**src/rtl/nvram_pkg.sv**
```systemverilog
// Definitions shared by the hiscore NVRAM extractor and the restore block.
package nvram_pkg;

    typedef enum logic [2:0] {
        ST_IDLE,
        ST_PAUSE,
        ST_PAD_IN,
        ST_WRITE,
        ST_DRAIN,
        ST_PAD_OUT,
        ST_DONE
    } nvram_state_t;

    localparam int unsigned NVRAM_PAUSEPAD  = 4;
    localparam int unsigned NVRAM_DUMPINDEX = 4;

endpackage

```
**src/rtl/nvram_fifo.sv**
```systemverilog
// Small synchronous FIFO buffering dump bytes until the CPU is paused.
module nvram_fifo #(
    parameter int unsigned WIDTH = 16,
    parameter int unsigned DEPTH = 4
) (
    input  logic                     clk,
    input  logic                     reset_n,
    input  logic                     push,
    input  logic                     pop,
    input  logic [WIDTH-1:0]         din,
    output logic [WIDTH-1:0]         dout,
    output logic                     full,
    output logic                     empty,
    output logic [$clog2(DEPTH):0]   count
);

    localparam int unsigned AW = $clog2(DEPTH);

    logic [WIDTH-1:0] mem [DEPTH];
    logic [AW:0]      wr_ptr;
    logic [AW:0]      rd_ptr;
    logic             do_push;
    logic             do_pop;

    assign count   = wr_ptr - rd_ptr;
    assign empty   = (wr_ptr == rd_ptr);
    assign full    = (wr_ptr[AW] != rd_ptr[AW]) && (wr_ptr[AW-1:0] == rd_ptr[AW-1:0]);
    assign do_pop  = pop && !empty;
    // A pop frees the slot, so a push into a full FIFO is still taken when popping.
    assign do_push = push && (!full || do_pop);
    assign dout    = mem[rd_ptr[AW-1:0]];

    always_ff @(posedge clk or negedge reset_n) begin
        if (!reset_n) begin
            wr_ptr <= '0;
            rd_ptr <= '0;
        end else begin
            if (do_push) wr_ptr <= wr_ptr + 1'b1;
            if (do_pop)  rd_ptr <= rd_ptr + 1'b1;
        end
    end

    always_ff @(posedge clk) begin
        if (do_push) mem[wr_ptr[AW-1:0]] <= din;
    end

endmodule

```
**src/rtl/nvram_restore.sv**
```systemverilog
// Writes the downloaded NVRAM dump back into CMOS RAM while the CPU is paused;
// otherwise forwards the extractor's read address to the CMOS port.
module nvram_restore
    import nvram_pkg::*;
#(
    parameter int unsigned DUMPWIDTH  = 8,
    parameter int unsigned DUMPINDEX  = NVRAM_DUMPINDEX,
    parameter int unsigned PAUSEPAD   = NVRAM_PAUSEPAD,
    parameter int unsigned FIFO_DEPTH = 4
) (
    input  logic                 clk,
    input  logic                 reset_n,
    input  logic                 ioctl_download,
    input  logic                 ioctl_wr,
    input  logic [24:0]          ioctl_addr,
    input  logic [7:0]           ioctl_index,
    input  logic [7:0]           ioctl_dout,
    output logic                 ioctl_wait,
    input  logic                 paused,
    output logic                 pause_cpu,
    input  logic [DUMPWIDTH-1:0] nvram_address,
    output logic [DUMPWIDTH-1:0] cmos_addr,
    output logic [7:0]           cmos_din,
    output logic                 cmos_we,
    output logic [DUMPWIDTH:0]   load_count,
    output logic                 load_done,
    output logic                 overflow
);

    localparam int unsigned CW = $clog2(FIFO_DEPTH) + 1;
    localparam int unsigned TW = $clog2(PAUSEPAD + 2);
    localparam logic [DUMPWIDTH:0] COUNT_MAX = {1'b1, {DUMPWIDTH{1'b0}}};

    nvram_state_t           state;
    nvram_state_t           state_nxt;
    logic                   dl;
    logic                   dl_q;
    logic                   dl_rise;
    logic                   accept;
    logic                   pop;
    logic                   fifo_full;
    logic                   fifo_empty;
    logic [CW-1:0]          fifo_count;
    logic [DUMPWIDTH+7:0]   fifo_dout;
    logic [TW-1:0]          timer;
    logic [DUMPWIDTH-1:0]   ld_addr;
    logic [7:0]             ld_data;
    logic                   own_port;

    assign dl         = ioctl_download && (ioctl_index == 8'(DUMPINDEX));
    assign dl_rise    = dl && !dl_q;
    assign accept     = dl && ioctl_wr && (ioctl_addr[24:DUMPWIDTH] == '0);
    assign ioctl_wait = (fifo_count >= CW'(FIFO_DEPTH - 1));
    assign cmos_din   = ld_data;

    nvram_fifo #(
        .WIDTH (DUMPWIDTH + 8),
        .DEPTH (FIFO_DEPTH)
    ) u_fifo (
        .clk     (clk),
        .reset_n (reset_n),
        .push    (accept),
        .pop     (pop),
        .din     ({ioctl_addr[DUMPWIDTH-1:0], ioctl_dout}),
        .dout    (fifo_dout),
        .full    (fifo_full),
        .empty   (fifo_empty),
        .count   (fifo_count)
    );

    always_ff @(posedge clk or negedge reset_n) begin
        if (!reset_n) state <= ST_IDLE;
        else          state <= state_nxt;
    end

    always_comb begin
        state_nxt = state;
        pop       = 1'b0;
        cmos_we   = 1'b0;
        own_port  = 1'b0;
        unique case (state)
            ST_IDLE:    if (dl_rise) state_nxt = ST_PAUSE;
            ST_PAUSE:   if (paused) state_nxt = ST_PAD_IN;
            ST_PAD_IN: begin
                own_port = 1'b1;
                if (timer == '0) state_nxt = ST_DRAIN;
            end
            ST_DRAIN: begin
                own_port = 1'b1;
                if (!fifo_empty) state_nxt = ST_WRITE;
                else if (!dl)    state_nxt = ST_PAD_OUT;
            end
            ST_WRITE: begin
                own_port  = 1'b1;
                pop       = 1'b1;
                cmos_we   = 1'b1;
                state_nxt = ST_DRAIN;
            end
            ST_PAD_OUT: if (timer == '0) state_nxt = ST_DONE;
            ST_DONE:    state_nxt = ST_IDLE;
            default:    state_nxt = ST_IDLE;
        endcase
        cmos_addr = own_port ? ld_addr : nvram_address;
    end

    always_ff @(posedge clk or negedge reset_n) begin
        if (!reset_n) begin
            dl_q       <= 1'b0;
            pause_cpu  <= 1'b0;
            load_count <= '0;
            load_done  <= 1'b0;
            overflow   <= 1'b0;
            timer      <= '0;
            ld_addr    <= '0;
            ld_data    <= '0;
        end else begin
            dl_q      <= dl;
            load_done <= (state == ST_DONE);
            if (accept && fifo_full && !pop) overflow <= 1'b1;
            unique case (state)
                ST_IDLE: if (dl_rise) begin
                    pause_cpu  <= 1'b1;
                    load_count <= '0;
                end
                ST_PAUSE: if (paused) timer <= TW'(PAUSEPAD);
                ST_PAD_IN: if (timer != '0) timer <= timer - 1'b1;
                // The head entry is latched here so WRITE drives a stable registered port.
                ST_DRAIN: begin
                    if (!fifo_empty) begin
                        ld_addr <= fifo_dout[DUMPWIDTH+7:8];
                        ld_data <= fifo_dout[7:0];
                    end else if (!dl) begin
                        timer <= TW'(PAUSEPAD);
                    end
                end
                ST_WRITE: if (load_count != COUNT_MAX) load_count <= load_count + 1'b1;
                ST_PAD_OUT: begin
                    if (timer != '0) timer <= timer - 1'b1;
                    else             pause_cpu <= 1'b0;
                end
                default: ;
            endcase
        end
    end

endmodule

```
**config.mk**
```make
export PLATFORM = sky130hd
export DESIGN_NAME = nvram_restore
export DESIGN_NICKNAME = d
export VERILOG_FILES = /design/src/rtl/nvram_pkg.sv /design/src/rtl/nvram_fifo.sv /design/src/rtl/nvram_restore.sv
export SDC_FILE = /design/constraint.sdc
export NUM_CORES = 1
export LEC_CHECK = 0
export ABC_AREA = 1
export CAP_MARGIN = 10
export CELL_PAD_IN_SITES_DETAIL_PLACEMENT = 0
export CELL_PAD_IN_SITES_GLOBAL_PLACEMENT = 1
export CORE_MARGIN = 3
export CORE_UTILIZATION = 41
export DETAILED_ROUTE_END_ITERATION = 7
export HOLD_SLACK_MARGIN = 0.12
export PLACE_DENSITY = 0.83
export SLEW_MARGIN = 20
export SYNTH_ARGS = -nofsm -noshare
export SYNTH_HDL_FRONTEND = slang
export SYNTH_SLANG_ARGS = --single-unit
```
**constraint.sdc**
```tcl
create_clock -name clk -period 3.2 [get_ports clk]
set_input_delay 0.48 -clock clk [delete_from_list [all_inputs] [get_ports clk]]
set_output_delay 0.48 -clock clk [all_outputs]
set_load 0.01 [all_outputs]
```
==> run_results.csv, run 1 <==
group,metric,value,unit
outcome,status,"complete, no violations",
sta,setup_viol,0,
sta,setup_tns,0,ps
global_route,overflow,0,
floorplan,ios,84,
cts,cts.path.max_buffers,2,
final_layout,drive_gt1_share,7.509,%
routing,detail-route-antenna-nets,0,
sta,period_needed,2789,ps
power,powerDensity,581.6,mW/mm2
cts,clk_pin_slew,70,ps
power,ir_drop,441.7,uV
final_layout,fillers,1022,
routing,via_count,3565,
power,switching_share,30.21,%
setup_path,path_cells,"inv_1 -> ha_1 -> inv_1 -> fa_1 -> xor2_1 -> o21bai_1 -> clkdlybuf4s50_1",
cts,cts_setup_buffers,0,
synthesis,synth_area_leader_cell,"edfxtp_1",
setup_path,worstPathArrival,2310,ps
global_route,grt_pass1_vias,3578,
placement,io_buffers,83,
sta,setup_ws,410.9,ps
setup_path,endpoint_kind,"primary output",
synthesis,synth_top_area_share,39.74,%
global_route,track_usage,16.01,%
synthesis,async_flop_share,39.05,%
setup_path,crit_path_top_delay_cell,"clkdlybuf4s50_1",
routing,highest_layer,"met4",
sta,slew_violations,0,
power,power_frac_comb,25.3,%
sta,grt_setup_unrepaired,"false",
routing,initialDrtViolationCount,227,
final_layout,layout_common_cells,"nor2_1, clkdlybuf4s50_1, edfxtp_1, nand2_1, inv_1",
routing,avgRoutedWirePerCell,14.02,um
routing,dr_wl_met2,4887,um
cts,insertion_delay,350,ps
sta,fin_crit_sh,87.16,%
power,p_leak,0.002443,uW
setup_path,crit_path_max_incr_delay,550,ps
synthesis,synth.distinct_cells,34,
floorplan,die_area,0.01313,mm2
routing,first_pass_iters,4,
synthesis,synth_edf_count,64,
setup_path,path_class,"reg2out",
cts,cts_max_level,3,
cts,cts_resized,0,
power,p_switching,1073,uW
global_route,antenna_found_initial,0,
setup_path,critical_path_required,2720,ps
cts,cts_buffers,9,
routing,wirelength,10220,um
cts,cts_hold_buf,0,
cts,cts_tree,"done",
setup_path,path_buf_inv,3,
setup_path,crit_top_cell,"inv_1",
global_route,grt_max_degree,42,
sta,max_freq,358.5,MHz
setup_path,path_delay_family,"buffers and inverters",
synthesis,synth.area.top_cells,"edfxtp_1, dfrtp_1, nor2_1",
synthesis,synth_area_per_cell,9.809,um2
global_route,grt_pass1_wl,16730,um
sta,finalHoldViolCount,0,
power,clkPwrFrac,29.8,%
routing,wl_met3,480,um
floorplan,num_rows,39,
cts,numClockSinks,105,
synthesis,ys.warnings.count,0,
placement,hpwl,7001,um
sta,skew,8.518,ps
power,seqPwrFrac,44.9,%
routing,drc,0,
power,p_int,2480,uW
floorplan,coreArea,0.01147,mm2
synthesis,syn_nets,559,
synthesis,syn_area,0.004836,mm2
floorplan,die_x,114.6,um
routing,via_per_inst,4.890,
final_layout,final_net_count,647,
worst_hold_path,holdCritPathClass,"in2async",
final_layout,syn2layout_area_growth,26.34,%
setup_path,cp_max_fo,4,
floorplan,die_y,114.6,um
synthesis,ys_seq_area_share,60.96,%
floorplan,start_util,42.17,%
synthesis,synth_flop_cell,"edfxtp_1",
routing,wl_met1,4727,um
sta,slew_headroom,38.55,%
placement,gp_congestion,0.8029,
final_layout,mostFrequentLayoutCell,"nor2_1",
placement,place_ws,717.5,ps
final_layout,fin_util,53.28,%
setup_path,cp-start-kind,"register",
synthesis,syn_inst,493,
synthesis,yosys_register_bits,105,
final_layout,antennaDiodeCount,0,
cts,cts_root_buffer,"clkbuf_16",
flow_run,cap_violations,0,
sta,max_slew.worst_pin.slew,920.8,ps
==> power by group through the flow <==
stage / sequential, uW / clock (uW) / combinational, uW
after floorplan: 1630 / 0 / 510
after global placement: 1620 / 0 / 895
after detailed placement: 1620 / 0 / 905
after CTS: 1600 / 1090 / 909
after global routing: 1610 / 1130 / 1010
final: 1600 / 1060 / 899
==> Yosys cell counts (2+ instances only) <==
master    instances
nand3_1          32
o21ai_0          48
nor3_1            2
nor2_2            3
nand2_1          62
ha_1             11
inv_2             3
o22ai_1           8
edfxtp_1         64
xor2_1            5
nand2_4           2
clkbuf_1          4
buf_6             2
nand3_2           2
buf_2             6
nand2_2           6
a21oi_1          10
nor2_1          104
inv_1            50
nand4_1           7
dfrtp_1          41
a31oi_1           8
nor2_4            2
==> path summary, 6_finish.rpt <==
kind                                endpoint  slack, ps  cells after the start        startpoint
setup / recovery                  ioctl_wait        410                      7  u_fifo.wr_ptr[0]
hold / removal                      state[2]        130                      1           reset_n
setup reg to reg           u_fifo.mem[3][13]        910                     11  u_fifo.rd_ptr[1]
hold reg to reg                     overflow        470                      1          overflow
max in group asynchronous         ld_addr[2]       2680                      1           reset_n
min in group clk                    overflow        470                      1          overflow
==> sequential cells by signal, summed over array words and instances (netlist names) <==
signal / count
load_count: 9
pause_cpu: 1
u_fifo.wr_ptr: 3
u_fifo.mem: 64
u_fifo.rd_ptr: 3
dl_q: 1
timer: 3
ld_addr: 8
cmos_din: 8
load_done: 1
overflow: 1
state: 3
==> layer usage <==
metal / global-route usage (%) / vias up
li1: - / 1812
met5: 0 / -
met1: 21.51 / 1664
met2: 26.00 / 78
met3: 3.753 / 11
met4: 4.592 / 0
==> stage by stage <==
step                      area [um2]  std cells  hold slack (ps)  total power (uW)
after floorplan                 4836        493            184.4              2139
after global placement          5818        713            458.5              2515
after detailed placement        5818        713            459.9              2530
after CTS                       6107        729            333.7              3593
after global routing            6110        729            174.1              3755
final                           6110        729            128.3              3553
==> logic make-up after synthesis <==
family	after synthesis	share of synthesized area, %
AOI/OAI and AO/OA	79	8.823
DFF	105	60.96
xor gates and xnor gates	6	1.087
adders and majority gates	12	3.260
and+or+nand+nor	224	20.08
buffers and inverters	67	5.796
==> layout make-up <==
class | instances | area (um2) | area share (%)
flip-flops and latches | 105 | 2948 | 48.25
multi-input cells | 321 | 1608 | 26.32
repair buffers | 90 | 880.8 | 14.42
clock buffers | 9 | 225.2 | 3.686
inverters | 54 | 205.2 | 3.359
well taps | 143 | 178.9 | 2.929
clock inverters | 7 | 63.81 | 1.044
No activity file was read; power rests on OpenSTA's default activity.
==> run 2: changes to the inputs <==
Clock period 3.2 ns to 3 ns, I/O delays scaled along.
==> run 2 against run 1 <==
  * Power up 8.8%
  * Largest power group unchanged
  * Clock skew rose by 2.7 ps
  * Final cell count did not move
  * First-iteration DRC count decreased by 18%
  * Non-clock buffer count is the same
  * Final area up 0.35%
  * Largest cell class unchanged
  * Count of clock-buffer cells in the layout unchanged
  * Hold slack improved by 140 ps
  * Critical endpoint unchanged
  * Via count up 1.5%
  * Clock power rose by 14%
  * Flip-flop and latch count unchanged
  * Critical path type unchanged
==> run_results.csv, run 2 (same netlist as run 1, synthesis figures left out) <==
group,metric,value,unit
routing,drc,0,
sta,setup_viol,0,
cts,cts.path.max_buffers,2,
sta,setup_tns,0,ps
flow_run,cap_violations,0,
setup_path,path_class,"reg2out",
global_route,grt_util_met3,3.277,%
cts,cts_hold_buf,0,
global_route,grt_util_met1,21.89,%
floorplan,coreArea,0.01147,mm2
setup_path,reg2reg_depth,10,
sta,slew_headroom,35.96,%
setup_path,crit_top_cell,"inv_1",
cts,cts_max_level,3,
routing,initialDrtViolationCount,186,
setup_path,cp-start-kind,"register",
cts,cts_resized,0,
global_route,track_usage,16.32,%
placement,gp_congestion,0.8140,
global_route,overflow,0,
setup_path,endpoint_kind,"primary output",
power,ir_drop,468.2,uV
setup_path,path_cells,"inv_1 -> ha_1 -> inv_1 -> fa_1 -> inv_1 -> o21bai_1 -> clkdlybuf4s50_1",
sta,max_slew.worst_pin.slew,960.7,ps
final_layout,fillers,1044,
final_layout,largest_reg_flops,64,
setup_path,crit_path_top_delay_cell,"clkdlybuf4s50_1",
floorplan,start_util,42.17,%
setup_path,reg2reg_to,"u_fifo.mem[3][15]",
placement,hpwl,7125,um
final_layout,antennaDiodeCount,0,
global_route,met2_usage,27.47,%
routing,detail-route-antenna-nets,0,
power,p_leak,0.002458,uW
cts,cts_tree,"done",
power,power.total,3866,uW
final_layout,final_net_count,647,
sta,finalHoldViolCount,0,
global_route,grt_max_degree,42,
floorplan,die_x,114.6,um
final_layout,layout_common_cells,"nor2_1, clkdlybuf4s50_1, edfxtp_1, nand2_1, inv_1",
final_layout,stdcell_count,729,
setup_path,reg2reg_slack,880,ps
setup_path,cp_max_fo,4,
routing,wirelength,10230,um
sta,hold-worst-slack,268.5,ps
sta,slew_violations,0,
placement,dp.cells,713,
setup_path,startpoint,"u_fifo.wr_ptr[0]",
final_layout,fin_util,53.46,%
floorplan,ios,84,
global_route,grt_pass1_vias,3541,
cts,clk_pin_slew,70,ps
placement,io_buffers,83,
global_route,grt-busiest-layer,"met2",
sta,period_needed,2758,ps
routing,via_per_inst,4.963,
final_layout,drive_gt1_share,7.679,%
sta,grt_setup_unrepaired,"false",
cts,cts_setup_buffers,0,
floorplan,die_area,0.01313,mm2
final_layout,syn2layout_area_growth,26.78,%
global_route,antenna_found_initial,0,
setup_path,worstReg2RegStart,"u_fifo.wr_ptr[0]",
global_route,grt_pass1_wl,17070,um
outcome,status,"complete, no violations",
floorplan,num_rows,39,
worst_hold_path,holdCritPathClass,"in2async",
final_layout,mostFrequentLayoutCell,"nor2_1",
setup_path,critical_path_required,2550,ps
cts,insertion_delay,340,ps
routing,via_count,3618,
setup_path,crit_path_max_incr_delay,560,ps
power,powerDensity,630.6,mW/mm2
cts,cts_root_buffer,"clkbuf_16",
sta,skew,11.22,ps
routing,first_pass_iters,6,
cts,cts_buffers,9,
routing,avgRoutedWirePerCell,14.04,um
sta,fin_crit_sh,91.93,%
sta,max_freq,362.6,MHz
cts,numClockSinks,105,
setup_path,worstPathArrival,2310,ps
floorplan,die_y,114.6,um
## run 2: changes by cell type in the layout (fill, tap and decap cells not counted)
cell	previous run	this run
clkinv_1	1	0
clkinvlp_4	2	1
buf_2	0	1
buf_4	8	7
bufinv_16	0	1
clkinv_2	0	1
## run 2: cell type report
| class | instances | area (um2) | share of cell area, % |
|---|---|---|---|
| clock buffer | 9 | 225.2 | 3.673 |
| clock inverter | 7 | 87.58 | 1.429 |
| inverter | 54 | 205.2 | 3.347 |
| multi-input combinational | 321 | 1608 | 26.22 |
| sequential | 105 | 2948 | 48.08 |
| tap | 143 | 178.9 | 2.918 |
| timing repair buffer | 90 | 878.3 | 14.33 |
## run 2: worst max path at each step
stage	to	slack (ps)	cells after the start
after global placement	u_fifo.mem[0][15]	560	9
after CTS	ioctl_wait	200	7
after floorplan	u_fifo.mem[0][0]	380	10
final	ioctl_wait	240	7
after detailed placement	u_fifo.mem[2][8]	500	9
after global routing	ioctl_wait	80	7
## run 2: worst max-delay path: cells and delay by family (launching register included)
kind | cells | cell delay, ps
buf+inv | 4 | 780
fa+ha+maj | 2 | 630
flops | 1 | 420
compound gates | 1 | 150
## run 2: through the flow
stage,setup slack [ps],instance area [um2]
after detailed placement,501.2,5818
after global placement,564.6,5818
after floorplan,377.2,4836
final,242.0,6131
after global routing,83.47,6131
after CTS,201.8,6131
## run 2: layer usage
metal | part of all wire, % | vias up
li1 | - | 1823
met1 | 45 | 1701
met2 | 49 | 84
met3 | 5.1 | 10
met4 | 0.93 | 0
met5 | 0 | -
## run 2: power by group
group / switching (uW) / internal [uW]
logic: 512 / 448
registers: 81.6 / 1620
clock network: 542 / 665
==> run 3: changes to the inputs <==
Settings changed: CORE_UTILIZATION 41 to 44, PLACE_DENSITY 0.83 to 0.88.
Clock period 3 ns to 3.3 ns, I/O delays scaled along.
==> run 3 against run 2 <==
  * Wire length decreased by 3.1%
  * Utilization increased by 3.8 points
  * Via count decreased by 0.55%
  * Final area decreased by 1.9%
  * Register-to-register slack improved by 110 ps
  * Combinational power decreased by 9.8%
  * Die area decreased by 6.5%
  * Largest cell class unchanged
==> run_results.csv, run 3 (same netlist as run 1, synthesis figures left out) <==
group,metric,value,unit
sta,setup_viol,0,
sta,setup_ws,419.8,ps
setup_path,critical_path_required,2800,ps
cts,cts_hold_buf,0,
final_layout,fin_util,57.24,%
placement,gp_congestion,0.8129,
cts,insertion_delay,380,ps
placement,place_ws,775.6,ps
routing,detail-route-antenna-nets,0,
global_route,grt_pass1_wl,16670,um
power,power_frac_comb,27.0,%
sta,finalHoldViolCount,0,
cts,clk_pin_slew,120,ps
power,p_switching,1025,uW
placement,placed_area,0.005809,mm2
final_layout,seq_area,0.002948,mm2
sta,grt_setup_unrepaired,"false",
global_route,grt_pass1_vias,3503,
global_route,track_usage,16.53,%
power,ir_drop,284.3,uV
sta,period_needed,2880,ps
final_layout,multiInputGateArea,0.001608,mm2
final_layout,drive_gt1_share,7.679,%
routing,via_count,3598,
routing,first_pass_iters,4,
flow_run,cap_violations,0,
placement,hpwl,6937,um
floorplan,die_area,0.01228,mm2
cts,cts_max_level,3,
final_layout,antennaDiodeCount,0,
setup_path,startpoint,"u_fifo.wr_ptr[0]",
power,clkPwrFrac,24.9,%
global_route,grt_max_degree,42,
sta,slew_headroom,40.87,%
setup_path,reg2reg_depth,11,
routing,dr_wl_met2,4986,um
cts,cts_setup_buffers,0,
placement,io_buffers,83,
setup_path,endpoint_kind,"primary output",
final_layout,final_net_count,647,
setup_path,worstPathArrival,2390,ps
routing,wirelength,9915,um
cts,cts_tree,"done",
setup_path,cp_max_fo,4,
sta,fin_crit_sh,87.28,%
final_layout,layout_common_cells,"nor2_1, clkdlybuf4s50_1, edfxtp_1, nand2_1, inv_1",
sta,slew_violations,0,
setup_path,reg2reg_to,"u_fifo.mem[3][12]",
worst_hold_path,holdCritPathClass,"in2async",
setup_path,path_class,"reg2out",
setup_path,reg2reg_slack,990,ps
setup_path,critPathCapture,"ioctl_wait",
routing,drc,0,
routing,initialDrtViolationCount,202,
power,switching_share,31.94,%
sta,skew,17.25,ps
setup_path,worstReg2RegStart,"u_fifo.rd_ptr[1]",
cts,cts.path.max_buffers,2,
power,powerDensity,533.5,mW/mm2
floorplan,ios,84,
floorplan,coreArea,0.01051,mm2
routing,avgRoutedWirePerCell,13.73,um
power,p_leak,0.002408,uW
sta,setup_tns,0,ps
routing,wl_met3,422,um
final_layout,fillers,946,
global_route,antenna_found_initial,0,
cts,numClockSinks,105,
floorplan,num_rows,37,
floorplan,die_x,110.8,um
cts,cts_resized,0,
setup_path,cp-start-kind,"register",
outcome,status,"complete, no violations",
cts,cts_root_buffer,"clkbuf_8",
final_layout,mostFrequentLayoutCell,"nor2_1",
sta,max_freq,347.2,MHz
routing,highest_layer,"met4",
sta,max_slew.worst_pin.slew,886.0,ps
routing,wl_met1,4362,um
routing,via_per_inst,4.983,
floorplan,die_y,110.8,um
power,p_int,2184,uW
final_layout,syn2layout_area_growth,24.40,%
power,seqPwrFrac,48.1,%
cts,cts_buffers,9,
final_layout,largest_reg_flops,64,
final_layout,design_area,0.006016,mm2
floorplan,start_util,46.02,%
global_route,overflow,0,
run 3: cell count changes in the layout (fill, tap and decap cells not counted), sizes merged:
cell	previous run	this run
inv	57	59
clkinv	2	1
bufinv	1	0
run 3: worst min path at each step:
stage | start | end | slack, ps | cells past startpoint
after floorplan | reset_n | cmos_din[0] | 200 | 0
after global placement | timer[1] | timer[1] | 460 | 2
after detailed placement | timer[1] | timer[1] | 460 | 2
after CTS | reset_n | cmos_din[5] | 300 | 1
after global routing | reset_n | cmos_din[5] | 130 | 1
final | reset_n | cmos_din[5] | 100 | 1
run 3: critical path, cell delays in order, from the launching register on:
cell and delay (ps):
dfrtp_1 440, inv_1 130, ha_1 150, inv_1 50
fa_1 380, xor2_1 170, o21bai_1 140, clkdlybuf4s50_1 560
run 3: cell type report:
cell class,count,share of cell area [%]
Sequential cell,105,49.00
Multi-Input combinational cell,321,26.73
Timing Repair Buffer,90,14.64
Inverter,54,3.411
Tap cell,136,2.829
Clock buffer,9,2.059
Clock inverter,7,1.331
run 3: through the flow:
step                      cells  power [uW]  hold slack (ps)
final                       722        3209            98.75
after global routing        722        3415            134.5
after CTS                   722        3246            301.2
after detailed placement    706        2453            459.6
after global placement      706        2435            457.4
after floorplan             493        2074            199.4
run 3: layer usage:
metal,global-route usage (%),up-vias
met3,3.548,12
met1,20.91,1697
li1,-,1818
met5,0,-
met4,5.583,0
met2,28.20,71
run 3: power by group through the flow:
stage | logic, uW | clock network (uW) | registers, uW
final | 866 | 798 | 1550
after global routing | 977 | 878 | 1560
after CTS | 880 | 820 | 1550
after detailed placement | 880 | 0 | 1570
after global placement | 863 | 0 | 1570
after floorplan | 495 | 0 | 1580
